--- src/rtl/fifo_mem_ctrl.sv ---
// Ready/valid first-word-fall-through FIFO controller wrapped around a
// two-port memory with one-cycle read latency, plus a 2-entry output buffer.
module fifo_mem_ctrl #(
  parameter int addresses = 32,
  parameter int width = 8,
  localparam int addressWidth = (addresses > 1) ? $clog2(addresses) : 1
) (
  input  logic                    clk,
  input  logic                    reset,
  input  logic                    inValid,
  output logic                    inReady,
  input  logic [width-1:0]        inData,
  output logic                    outValid,
  input  logic                    outReady,
  output logic [width-1:0]        outData,
  output logic [addressWidth+1:0] count,
  output logic [addressWidth-1:0] memWriteAddress,
  output logic                    memWriteEnable,
  output logic [width-1:0]        memWriteData,
  output logic [addressWidth-1:0] memReadAddress,
  output logic                    memReadEnable,
  input  logic [width-1:0]        memReadData
);

  localparam logic [addressWidth:0]   depth    = (addressWidth+1)'(addresses);
  localparam logic [addressWidth-1:0] lastAddr = addressWidth'(addresses - 1);

  logic [addressWidth-1:0] wrPtr;
  logic [addressWidth-1:0] rdPtr;
  logic [addressWidth:0]   memCount;
  logic                    readPending;
  logic [width-1:0]        outBuf [2];
  logic [1:0]              bufCount;
  logic                    accept;
  logic                    pop;
  logic                    issue;
  logic [1:0]              inFlight;
  logic [width-1:0]        nextBuf [2];
  logic [1:0]              nextBufCount;

  assign inReady  = !reset && (memCount < depth);
  assign accept   = inValid && inReady;
  assign outValid = (bufCount != 2'd0);
  assign outData  = outBuf[0];
  assign pop      = outValid && outReady;

  // Only prefetch when the returning word is guaranteed a buffer slot.
  assign inFlight = bufCount + {1'b0, readPending} - {1'b0, pop};
  assign issue    = (memCount != '0) && (inFlight < 2'd2);

  assign memWriteEnable  = accept;
  assign memWriteAddress = wrPtr;
  assign memWriteData    = accept ? inData : '0;
  assign memReadEnable   = issue;
  assign memReadAddress  = rdPtr;

  assign count = (addressWidth+2)'(memCount) + (addressWidth+2)'(readPending)
               + (addressWidth+2)'(bufCount);

  // A pop shifts the buffer first, so the returning word lands behind
  // whatever is still held.
  always_comb begin
    nextBuf      = outBuf;
    nextBufCount = bufCount;
    if (pop) begin
      nextBuf[0]   = outBuf[1];
      nextBufCount = bufCount - 2'd1;
    end
    if (readPending) begin
      nextBuf[nextBufCount[0]] = memReadData;
      nextBufCount             = nextBufCount + 2'd1;
    end
  end

  always_ff @(posedge clk or posedge reset) begin
    if (reset) begin
      wrPtr       <= '0;
      rdPtr       <= '0;
      memCount    <= '0;
      readPending <= 1'b0;
      bufCount    <= '0;
      outBuf[0]   <= '0;
      outBuf[1]   <= '0;
    end else begin
      if (accept) begin
        wrPtr <= (wrPtr == lastAddr) ? '0 : wrPtr + addressWidth'(1);
      end
      if (issue) begin
        rdPtr <= (rdPtr == lastAddr) ? '0 : rdPtr + addressWidth'(1);
      end
      memCount    <= memCount + (addressWidth+1)'(accept) - (addressWidth+1)'(issue);
      readPending <= issue;
      bufCount    <= nextBufCount;
      outBuf      <= nextBuf;
    end
  end

endmodule

--- config.mk ---
export PLATFORM = sky130hd
export DESIGN_NAME = fifo_mem_ctrl
export DESIGN_NICKNAME = d
export VERILOG_FILES = /design/src/rtl/fifo_mem_ctrl.sv
export SDC_FILE = /design/constraint.sdc
export NUM_CORES = 1
export LEC_CHECK = 0
export CORE_MARGIN = 4
export CORE_UTILIZATION = 52
export DETAILED_ROUTE_END_ITERATION = 8
export HOLD_SLACK_MARGIN = 0.06
export PLACE_DENSITY = 0.87
export SYNTH_ARGS = -nofsm -noshare
export SYNTH_HDL_FRONTEND = slang
export SYNTH_SLANG_ARGS = --single-unit
--- constraint.sdc ---
create_clock -name clk -period 10.2 [get_ports clk]
set_input_delay 1.53 -clock clk [delete_from_list [all_inputs] [get_ports clk]]
set_output_delay 1.53 -clock clk [all_outputs]
set_load 0.01 [all_outputs]
======== After elaboration in Yosys (flattened, before gate mapping) ========
Index checks and enable logic that the tools add are counted.
cells by class
  $add $sub $neg .......................... 10
  order comparisons ....................... 4
  equal/unequal tests ..................... 2
  multiplexer cells ....................... 10
  bitwise gates (word level) .............. 1
  reduce and logical (&&, ||, !) cells .... 8
operators with widths
  cell                                                        count
  two-way mux 8 bit                                           3
  bitwise mux 16 bit                                          1
  two-way mux 16 bit                                          1
  adder 5 x 1 -> 5 bit, second input constant                 2
  equality test 5 bit, second input constant                  2
  two-way mux 5 bit                                           2
  demux 8 bit (select 1 bit)                                  1
  adder 6 x 1 -> 7 bit                                        1
  adder 7 x 2 -> 7 bit                                        1
  adder 6 x 1 -> 6 bit                                        1
  less-than comparator 6 bit, second input constant           1
  nonzero test 6 bit                                          1
  subtractor 6 x 1 -> 6 bit                                   1
  logical AND 1 bit                                           5
  two-way mux 2 bit                                           2
  adder 2 x 1 -> 2 bit                                        1
  adder 2 x 1 -> 2 bit, second input constant                 1
  >= comparator 2 bit, second input constant                  1
  less-than comparator 2 x 1 -> 1 bit, second input constant  1
  less-than comparator 2 bit, second input constant           1
  NOT 1 -> 2 bit                                              1
  nonzero test 2 bit                                          1
  subtractor 2 x 1 -> 2 bit                                   1
  subtractor 2 x 1 -> 2 bit, second input constant            1
  logical NOT 1 bit                                           1
storage, ports and cells
  register bits ........................... 35
  input port bits ......................... 20
  output and inout port bits .............. 37
  logic and storage cells ................. 42

======== Logic depth before layout (Yosys ltp) ========
Gate-level depths: netlist of the first run.
  depth in word-level cells ............... 10
  mapped depth ............................ 19
  gate-level depth less buffers ........... 17

======== Worst setup path after synthesis of the first run ========
No wires, ideal clock.
  path type ............................... input-to-output
  start ................................... input outReady
  end ..................................... output memReadEnable
  arrival time ............................ 2.737 ns
  data required time ...................... 8.670 ns
  slack ................................... 5.933 ns
  stages on the path ...................... 7
  buffers on the path ..................... 1
  path through ............................ nand2b_1 xnor2_1 ha_1 buf_6 xnor2_2 xnor2_1 nor2_1
on the way
  longest elaborated chain between the ends .. 4
RTL lines
  what                        line  RTL
  start, declared             14    input logic outReady,
  logical AND 1 bit           45    assign pop = outValid && outReady;
  subtractor 2 x 1 -> 2 bit   48    assign inFlight = bufCount + {1'b0, readPending} - {1'b0, pop};
  less-than comparator 2 bit  49    assign issue = (memCount != '0) && (inFlight < 2'd2);
  logical AND 1 bit           49
  end, declared               21    output logic memReadEnable,
Every way passes these cells.

======== Final worst setup path of the first run ========
Same ends and word-level chain as after synthesis.

==> summary.txt, run 1 <==
Place
  – IO Port Bufs: 56
  – Routability congestion estimate from global placement: 0.754
  – HPWL Detailed: 3310 µm

Clocking
  – Sink Count: 35
  – CTS Hold Buffers Added: 0
  – Clock Latency Late Sink: 290 ps
  – Total CTS buffers: 5
  – Root Buffer: clkbuf_8
  – CTS clk-pin slew, worst paths: 80 ps
  – Max H-tree Level: 2
  – # resized after CTS: 0
  – CTS tree: yes
  – # Post-CTS Setup Buffers: 0
  – Max Buffers Root-to-Sink: 2

Synth
  – Largest area contributor in the netlist: dfrtp_1
  – Seq/Total Area, Yosys: 0.404
  – Seq cells post-synth: 35
  – Most instantiated cells after synthesis: dfrtp_1 (35), inv_1 (20), and3_1 (18), ha_1 (18)
  – Top cells by area, synth: dfrtp_1 (40%), ha_1 (10%), mux2_2 (6.2%)
  – Synth warnings: 0
  – Syn_nets: 248
  – Top-count cell post-synth: dfrtp_1
  – Yosys cell types: 37
  – Synthesized area: 2170 µm²
  – Yosys top cell area share: 0.404
  – Mean Syn Cell Area: 10.5 µm²
  – Syn Inst Count: 207
  – EDFF count, synth: 0
  – Async set-reset flop share out of synthesis: 1.00
  – Most used DFF post-synth: dfrtp_1

Finish
  – Multi-input combinational cell area: 1120 µm²
  – FILL cells: 311
  – Antenna diodes: 0
  – Layout area overhead: 30.9%
  – Layout cells sized above 1: 0.0934
  – Final Core Density: 0.704
  – Seq. cell area: 876 µm²
  – # nets final: 297

Setup path
  – Crit path launch: outReady
  – Slowest stage delay, CP: 620 ps
  – Worst EP required: 8670 ps
  – CP delay by family, top: buffers and inverters
  – Worst-path fanout max: 20
  – Worst setup SP type: input pin
  – Crit path buf inv count: 2
  – CP arrival: 4610 ps
  – Worst setup EP type: primary output
  – Crit-path cells: clkdlybuf4s50_1 > nand2b_1 > xnor2_1 > ha_1 > xnor2_2 > xnor2_1 > nor2_1 > clkdlybuf4s50_1
  – CP max stage cell: clkdlybuf4s50_1
  – Crit Path Category: input pin to primary output
  – Worst r2r src: bufCount[0]

Die
  – Core area: 4030 µm²
  – I/O pin cnt: 57
  – Row count: 23
  – Die area: 5270 µm²
  – Die height: 72.6 µm
  – Chip Width: 72.6 µm
  – Initial Utilization: 0.538

STA
  – RSZ-0062 raised after global routing: no
  – Clock Skew: 8.06 ps
  – Setup TNS: 0 ps
  – Crit path time final: 6140 ps
  – Hold Fails Final Rpt: 0
  – Tcrit/Tclk final: 0.602
  – Slew margin rel.: 0.498
  – Max Clk Rate: 163 MHz
  – Setup Viol. Count Final: 0
  – Max-slew violation count: 0
  – Worst-margin pin slew: 753 ps

Power
  – Power share of the sequential group: 0.271
  – Switching power: 0.000413 W
  – P per Cell Area: 376 nW/µm²
  – Combinational Power Share: 0.588
  – Power Internal: 0.000655 W
  – Switching Fraction: 0.387
  – Clk pwr share: 0.141
  – Pleak: 1.34 nW
  – Worst ir drop on vdd: 174 µV

Global route
  – Initial antenna violation count: 0
  – Gr usage total: 0.188
  – Vias in the first global route: 1713
  – First-pass GRT wire length: 7780 µm
  – Largest net degree at the start of global routing: 36
  – GRT overflow: 0

Worst hold path
  – Worst Hold Class: flip-flop to flip-flop

Route
  – # DRC: 0
  – Via density: 5.36
  – Vias after detailed routing: 1645
  – DR WL/cell: 14.5 µm
  – Drt total wl: 4450 µm
  – Initial DRT Pass Iterations: 4
  – Routed Antenna Nets: 0
  – DRT iter0 DRCs: 77

Job
  – Max-cap violations: 0

Run status
  – Outcome: complete, no violations
[final timing paths]
| kind | cells after the start | slack [ps] | to |
|---|---|---|---|
| max in group asynchronous | 3 | 8200 | asynchronous set/reset pin |
| worst max register to register | 15 | 5520 | memCount[5] |
| worst min-delay path | 1 | 510 | flip-flop |
| worst max-delay path | 8 | 4060 | memReadEnable |
| worst min register to register | 1 | 510 | flip-flop |
| min in group asynchronous | 3 | 1680 | memWriteAddress[2] |
[cell families after synthesis]
group / share of synthesized area
multiplexers: 0.0993
AND/OR/NAND/NOR: 0.128
flip-flops: 0.404
XOR/XNOR: 0.0560
AO/OA/AOI/OAI: 0.102
adder cells (fa/ha/maj): 0.132
buffers and inverters: 0.0796
[final cells by class]
type | instances | share of cell area
multi-input cells | 137 | 0.395
flip-flops and latches | 35 | 0.309
repair buffers | 57 | 0.200
inverters | 20 | 0.0265
clock buffers | 5 | 0.0243
clock inverters | 3 | 0.0238
well taps | 50 | 0.0220
[layout by cell type, fill, tap and decap left out, types with 2 or more instances in the layout]
master,netlist,routed
a21oi_1,12,12
xor2_1,4,4
dfrtp_1,35,35
xnor2_1,8,8
mux2_2,12,12
nand2_1,8,8
nand3_1,2,2
nor2_1,7,7
ha_1,18,18
nor2b_1,2,2
nor3_1,2,2
and3_1,18,18
mux2i_1,8,8
inv_1,20,20
clkdlybuf4s50_1,0,56
bufinv_16,0,2
fa_1,3,3
nand2b_1,4,4
a211oi_1,8,8
o21ai_0,5,5
o31ai_1,3,3
clkbuf_8,0,5
[power by group through the flow]
stage,logic (W),registers [W],clock network [W]
detailed placement,0.000631,0.000292,0
finish,0.000628,0.000290,0.000150
global placement,0.000611,0.000288,0
global route,0.000706,0.000303,0.000160
floorplan,0.000429,0.000276,0
CTS,0.000638,0.000290,0.000153
[through the flow]
step / total power [W] / hold WS, ps / worst slack [ps] / instance area [µm²] / instances
2_1_floorplan: 0.000705 / 477 / 5930 / 2170 / 207
3_3_place_gp: 0.000899 / 490 / 4110 / 2700 / 299
3_5_place_dp: 0.000923 / 497 / 4070 / 2700 / 299
4_1_cts: 0.00108 / 507 / 4060 / 2840 / 307
5_1_grt: 0.00117 / 527 / 3810 / 2840 / 307
6_report: 0.00107 / 513 / 4060 / 2840 / 307
[per-layer routing]
metal  vias up  track usage  part of all wire
met5         -            0                 0
met4         0       0.0492             0.011
met2        53        0.336              0.50
met1       781        0.216              0.42
li1        805            -                 -
met3         6       0.0620             0.068
Power figures use the tool's default switching activity.
==> inputs of run 2 (changes only) <==
--- a/config.mk
+++ b/config.mk
@@ -6,10 +6,10 @@
 export NUM_CORES = 1
 export LEC_CHECK = 0
 export CORE_MARGIN = 4
-export CORE_UTILIZATION = 52
+export CORE_UTILIZATION = 49
 export DETAILED_ROUTE_END_ITERATION = 8
 export HOLD_SLACK_MARGIN = 0.06
-export PLACE_DENSITY = 0.87
+export PLACE_DENSITY = 0.82
 export SYNTH_ARGS = -nofsm -noshare
 export SYNTH_HDL_FRONTEND = slang
 export SYNTH_SLANG_ARGS = --single-unit
==> constraint.sdc (replaced) <==
create_clock -name clk -period 6.17 [get_ports clk]
set_input_delay 0.9255 -clock clk [delete_from_list [all_inputs] [get_ports clk]]
set_output_delay 0.9255 -clock clk [all_outputs]
set_load 0.01 [all_outputs]
==> run 2 against run 1 <==
  * Routed wire length is 5.8% lower
  * Critical path depth increased by 1
  * Hold slack better by 5.0 ps
  * Highest routed layer unchanged
==> summary.txt, run 2 (synthesis results as in run 1) <==
Clocking
  – Max Buffers Root-to-Sink: 2 (unchanged)
  – CTS tree: yes
  – CTS clk-pin slew, worst paths: 70 ps (about the same)
  – # resized after CTS: 0 (unchanged)
  – # Post-CTS Setup Buffers: 0 (unchanged)
  – Clock Latency Late Sink: 280 ps (about the same)
  – Max H-tree Level: 2 (unchanged)
  – CTS Hold Buffers Added: 0 (unchanged)
  – Root Buffer: clkbuf_8
  – Total CTS buffers: 5 (unchanged)
  – Sink Count: 35 (unchanged)

Route
  – Via density: 5.30 (-1.0%)
  – DRT iter0 DRCs: 65 (-16%)
  – Routed Antenna Nets: 0 (unchanged)
  – Vias after detailed routing: 1628 (-1.0%)
  – DR WL/cell: 13.6 µm (-5.8%)
  – # DRC: 0 (unchanged)
  – Drt total wl: 4190 µm (-5.8%)
  – Initial DRT Pass Iterations: 4 (unchanged)

Place
  – Place WS: 1240 ps (-2830 ps)
  – IO Port Bufs: 56 (unchanged)
  – Routability congestion estimate from global placement: 0.713 (-5.5%)
  – # placed instances: 299 (unchanged)
  – HPWL Detailed: 3330 µm (+0.70%)

Setup path
  – End point of the critical path: memReadEnable
  – Crit path buf inv count: 2 (unchanged)
  – CP Depth: 9 (+1)
  – CP delay by family, top: simple AND/OR/NAND/NOR gates
  – FF-to-FF setup slack: 1580 ps (-3940 ps)
  – Crit-path cells: inv_1 > ha_1 > nand2b_1 > xnor2_1 > ha_1 > xnor2_2 > xnor2_1 > nor2_1 > clkdlybuf4s50_1
  – Worst-path fanout max: 20 (unchanged)
  – CP arrival: 3990 ps (-620 ps)
  – CP max stage cell: clkdlybuf4s50_1
  – Crit Path Category: flip-flop to primary output
  – Worst setup EP type: primary output
  – End of the worst register-to-register path: memCount[5]
  – Reg2reg path depth: 15 (unchanged)
  – Worst setup SP type: flip-flop
  – Slowest stage delay, CP: 620 ps (about the same)
  – Worst r2r src: bufCount[0]
  – Crit path launch: bufCount[0]
  – Worst EP required: 5240 ps (-3430 ps)

Power
  – Switching power: 0.000664 W (+61%)
  – Power share of the sequential group: 0.283 (+0.012)
  – Power Internal: 0.00103 W (+57%)
  – Worst ir drop on vdd: 293 µV (+69%)
  – Pleak: 1.33 nW (-0.96%)
  – P per Cell Area: 603 nW/µm² (+60%)
  – Combinational Power Share: 0.610 (+0.022)
  – Switching Fraction: 0.393 (+0.00615)
  – Clk pwr share: 0.107 (-0.034)

Global route
  – Initial antenna violation count: 0 (unchanged)
  – Gr usage total: 0.163 (-0.0251)
  – Largest net degree at the start of global routing: 22 (-39%)
  – First-pass GRT wire length: 7000 µm (-10%)
  – Vias in the first global route: 1572 (-8.2%)
  – GRT overflow: 0 (unchanged)

Finish
  – FILL cells: 347 (+12%)
  – Multi-input combinational cell area: 1120 µm² (unchanged)
  – # nets final: 297 (unchanged)
  – Layout cells sized above 1: 0.0895 (-0.00389)
  – Final Core Density: 0.676 (-0.0283)
  – Antenna diodes: 0 (unchanged)
  – Layout area overhead: 29.2%
  – Commonest cells after routing, fill and taps aside: clkdlybuf4s50_1 (56), dfrtp_1 (35), inv_1 (20)
  – Most common cell after layout, fill and taps aside: clkdlybuf4s50_1
  – Non-Filler Instances: 307 (unchanged)
  – Seq. cell area: 876 µm² (unchanged)

Die
  – Core area: 4140 µm² (+2.9%)
  – Die height: 74.5 µm (+2.7%)
  – I/O pin cnt: 57 (unchanged)
  – Die area: 5550 µm² (+5.4%)
  – Row count: 23 (unchanged)
  – Chip Width: 74.5 µm (+2.7%)
  – Initial Utilization: 0.523 (-0.0149)

STA
  – Max Clk Rate: 203 MHz
  – Hold Fails Final Rpt: 0 (unchanged)
  – RSZ-0062 raised after global routing: no
  – Setup TNS: 0 ps (unchanged)
  – Tcrit/Tclk final: 0.797
  – Crit path time final: 4920 ps
  – Slew margin rel.: 0.527 (+0.0284)
  – Clock Skew: 6.38 ps (-1.68 ps)
  – Setup Viol. Count Final: 0 (unchanged)
  – Max-slew violation count: 0 (unchanged)
  – Final setup margin: 1250 ps (-2810 ps)
  – Worst-margin pin slew: 710 ps (-42.6 ps)

Job
  – Max-cap violations: 0 (unchanged)

Worst hold path
  – Worst Hold Class: flip-flop to flip-flop

Run status
  – Outcome: complete, no violations
[run 2: worst min-delay path by stage]
stage / depth (start not counted) / start / to
3_5_place_dp: 1 / memReadAddress[3] / memReadAddress[3]
2_1_floorplan: 1 / readPending / bufCount[0]
5_1_grt: 1 / flip-flop / flip-flop
6_report: 1 / flip-flop / flip-flop
4_1_cts: 1 / flip-flop / flip-flop
3_3_place_gp: 1 / flip-flop / flip-flop
[run 2: power groups by stage]
| stage | Combinational [W] | Sequential [W] | Clock (W) |
|---|---|---|---|
| after floorplan | 0.000709 | 0.000456 | 0 |
| after global placement | 0.00101 | 0.000477 | 0 |
| after detailed placement | 0.00105 | 0.000483 | 0 |
| after CTS | 0.00105 | 0.000480 | 0.000186 |
| after global routing | 0.00115 | 0.000500 | 0.000196 |
| final | 0.00103 | 0.000477 | 0.000181 |
[run 2: metrics by stage]
step | power (W) | cell area (µm²) | hold WS (ps)
final | 0.00169 | 2800 | 518
after global routing | 0.00185 | 2800 | 539
after CTS | 0.00172 | 2800 | 518
after detailed placement | 0.00153 | 2700 | 500
after global placement | 0.00149 | 2700 | 495
after floorplan | 0.00117 | 2170 | 477
[run 2: layer usage]
metal / track usage / part of all wire
met3: 0.0568 / 0.073
met2: 0.268 / 0.47
met1: 0.204 / 0.44
met4: 0.0474 / 0.010
met5: 0 / 0
[run 2: cell type report]
class / instances / share of cell area
clock buffers: 8 / 0.0357
inverters: 20 / 0.0268
multi-input cells: 137 / 0.400
flip-flops and latches: 35 / 0.313
well taps: 50 / 0.0223
repair buffers: 57 / 0.203
[run 2: worst register-to-register path, delay by kind of cell (launching register included)]
kind,cells,cell delay (ps)
xor gates and xnor gates,4,830
and+or+nand+nor,2,870
AOI/OAI and AO/OA,3,680
buffers and inverters,2,200
adders and majority gates,4,1320
DFF,1,610
==> inputs of run 3 (changes only) <==
==> constraint.sdc (replaced) <==
create_clock -name clk -period 4.8 [get_ports clk]
set_input_delay 0.72 -clock clk [delete_from_list [all_inputs] [get_ports clk]]
set_output_delay 0.72 -clock clk [all_outputs]
set_load 0.01 [all_outputs]
==> run 3 against run 2 <==
  * Hold slack worse by 10 ps
  * Clock-buffer cell count down 1
  * Sequential power up 29%
  * Die area unchanged
  * Power up 28%
  * Largest power group unchanged
==> summary.txt, run 3 (synthesis results as in run 1) <==
Run status
  – Outcome: complete, no violations

Route
  – Routed Antenna Nets: 0 (unchanged)
  – DR WL/cell: 13.7 µm (+0.16%)
  – DRT iter0 DRCs: 83 (+28%)
  – Drt total wl: 4220 µm (+0.81%)
  – Initial DRT Pass Iterations: 6 (+2)
  – Vias after detailed routing: 1633 (+0.31%)
  – Via density: 5.28 (-0.34%)
  – # DRC: 0 (unchanged)

Setup path
  – CP arrival: 3360 ps (-630 ps)
  – Crit Path Category: flip-flop to primary output
  – Worst EP required: 4080 ps (-1160 ps)
  – Slowest stage delay, CP: 630 ps (about the same)
  – Worst-path fanout max: 14 (-30%)
  – Crit path buf inv count: 2 (unchanged)
  – Worst setup SP type: flip-flop
  – CP Depth: 9 (unchanged)
  – CP max stage cell: dfrtp_1
  – CP delay by family, top: buffers and inverters
  – Crit-path cells: inv_1 > ha_1 > nand2b_1 > xnor2_1 > ha_1 > xnor2_2 > xnor2_1 > nor2_1 > clkdlybuf4s50_1
  – Worst setup EP type: primary output
  – Reg2reg path depth: 15 (unchanged)

Die
  – I/O pin cnt: 57 (unchanged)
  – Row count: 23 (unchanged)
  – Initial Utilization: 0.523 (unchanged)
  – Chip Width: 74.5 µm (unchanged)
  – Die height: 74.5 µm (unchanged)
  – Core area: 4140 µm² (unchanged)
  – Die area: 5550 µm² (unchanged)

Global route
  – Largest net degree at the start of global routing: 27 (+23%)
  – Gr usage total: 0.167 (+0.00338)
  – Initial antenna violation count: 0 (unchanged)
  – First-pass GRT wire length: 7310 µm (+4.4%)
  – GRT overflow: 0 (unchanged)
  – Vias in the first global route: 1642 (+4.5%)

Power
  – Switching Fraction: 0.400 (+0.00680)
  – Switching power: 0.000863 W (+30%)
  – Clk pwr share: 0.094 (-0.013)
  – Power Internal: 0.00130 W (+26%)
  – Pleak: 1.33 nW (about the same)
  – Worst ir drop on vdd: 405 µV (+39%)
  – P per Cell Area: 772 nW/µm² (+28%)
  – Power share of the sequential group: 0.284 (about the same)
  – Final Power: 0.00216 W (+28%)
  – Combinational Power Share: 0.622 (+0.012)

Finish
  – Layout area overhead: 29.0%
  – Commonest cells after routing, fill and taps aside: clkdlybuf4s50_1 (56), dfrtp_1 (35), inv_1 (20)
  – # nets final: 299 (+0.67%)
  – Layout cells sized above 1: 0.0927 (+0.00317)
  – Most common cell after layout, fill and taps aside: clkdlybuf4s50_1
  – Antenna diodes: 0 (unchanged)
  – FILL cells: 344 (-0.86%)

STA
  – Worst-margin pin slew: 527 ps (-183 ps)
  – Setup TNS: 0 ps (unchanged)
  – Hold Fails Final Rpt: 0 (unchanged)
  – Crit path time final: 4080 ps
  – Slew margin rel.: 0.649 (+0.122)
  – Clock Skew: 5.06 ps (-1.32 ps)
  – Setup Viol. Count Final: 0 (unchanged)
  – Max-slew violation count: 0 (unchanged)
  – RSZ-0062 raised after global routing: no
  – Max Clk Rate: 245 MHz
  – Tcrit/Tclk final: 0.850

Clocking
  – Root Buffer: clkbuf_8
  – Total CTS buffers: 5 (unchanged)
  – CTS clk-pin slew, worst paths: 70 ps (about the same)
  – # Post-CTS Setup Buffers: 0 (unchanged)
  – # resized after CTS: 0 (unchanged)
  – CTS Hold Buffers Added: 0 (unchanged)
  – Clock Latency Late Sink: 280 ps (about the same)
  – Sink Count: 35 (unchanged)
  – Max Buffers Root-to-Sink: 2 (unchanged)
  – Max H-tree Level: 2 (unchanged)
  – CTS tree: yes

Place
  – Routability congestion estimate from global placement: 0.711 (-0.22%)
  – IO Port Bufs: 56 (unchanged)
  – HPWL Detailed: 3270 µm (-1.9%)

Worst hold path
  – Worst Hold Depth: 1 (unchanged)
  – Worst Hold Class: flip-flop to flip-flop

Job
  – Max-cap violations: 0 (unchanged)
[run 3: layer usage]
metal  track usage  part of all wire  vias up
li1              -                 -      813
met4        0.0296            0.0043        0
met1         0.217              0.45      763
met3        0.0459             0.068        3
met2         0.282              0.48       54
met5             0                 0        -
[run 3: final cells by class]
class                           count  area, µm²  area share
Clock inverter                      1       5.00     0.00179
Sequential cell                    35        876       0.313
Multi-Input combinational cell    137       1120       0.400
Clock buffer                        7       76.3      0.0273
Timing Repair Buffer               59        583       0.208
Inverter                           20       75.1      0.0268
Tap cell                           50       62.6      0.0224
[run 3: path summary, 6_finish.rpt]
check,from,end,slack (ps)
setup / recovery,bufCount[0],memReadEnable,720
hold / removal,flip-flop,flip-flop,510
setup reg to reg,bufCount[0],memCount[5],810
hold reg to reg,flip-flop,flip-flop,510
max in group asynchronous,reset,asynchronous set/reset pin,3370
min in group asynchronous,reset,memWriteAddress[4],760
[run 3: metrics by stage]
| stage | hold slack, ps | cells | util | instance area [µm²] | worst slack (ps) |
|---|---|---|---|---|---|
| after floorplan | 477 | 207 | - | 2170 | 1030 |
| after global placement | 490 | 301 | 0.655 | 2720 | 911 |
| after detailed placement | 497 | 301 | 0.655 | 2720 | 732 |
| after CTS | 513 | 309 | 0.675 | 2800 | 682 |
| after global routing | 523 | 309 | 0.675 | 2800 | 393 |
| final | 507 | 309 | 0.675 | 2800 | 721 |
[run 3: power by group through the flow]
| stage | Clock (W) | Combinational (W) | Sequential, W |
|---|---|---|---|
| floorplan | 0 | 0.000912 | 0.000587 |
| global placement | 0 | 0.00132 | 0.000615 |
| detailed placement | 0 | 0.00136 | 0.000620 |
| CTS | 0.000212 | 0.00137 | 0.000617 |
| global route | 0.000225 | 0.00152 | 0.000641 |
| finish | 0.000203 | 0.00134 | 0.000614 |
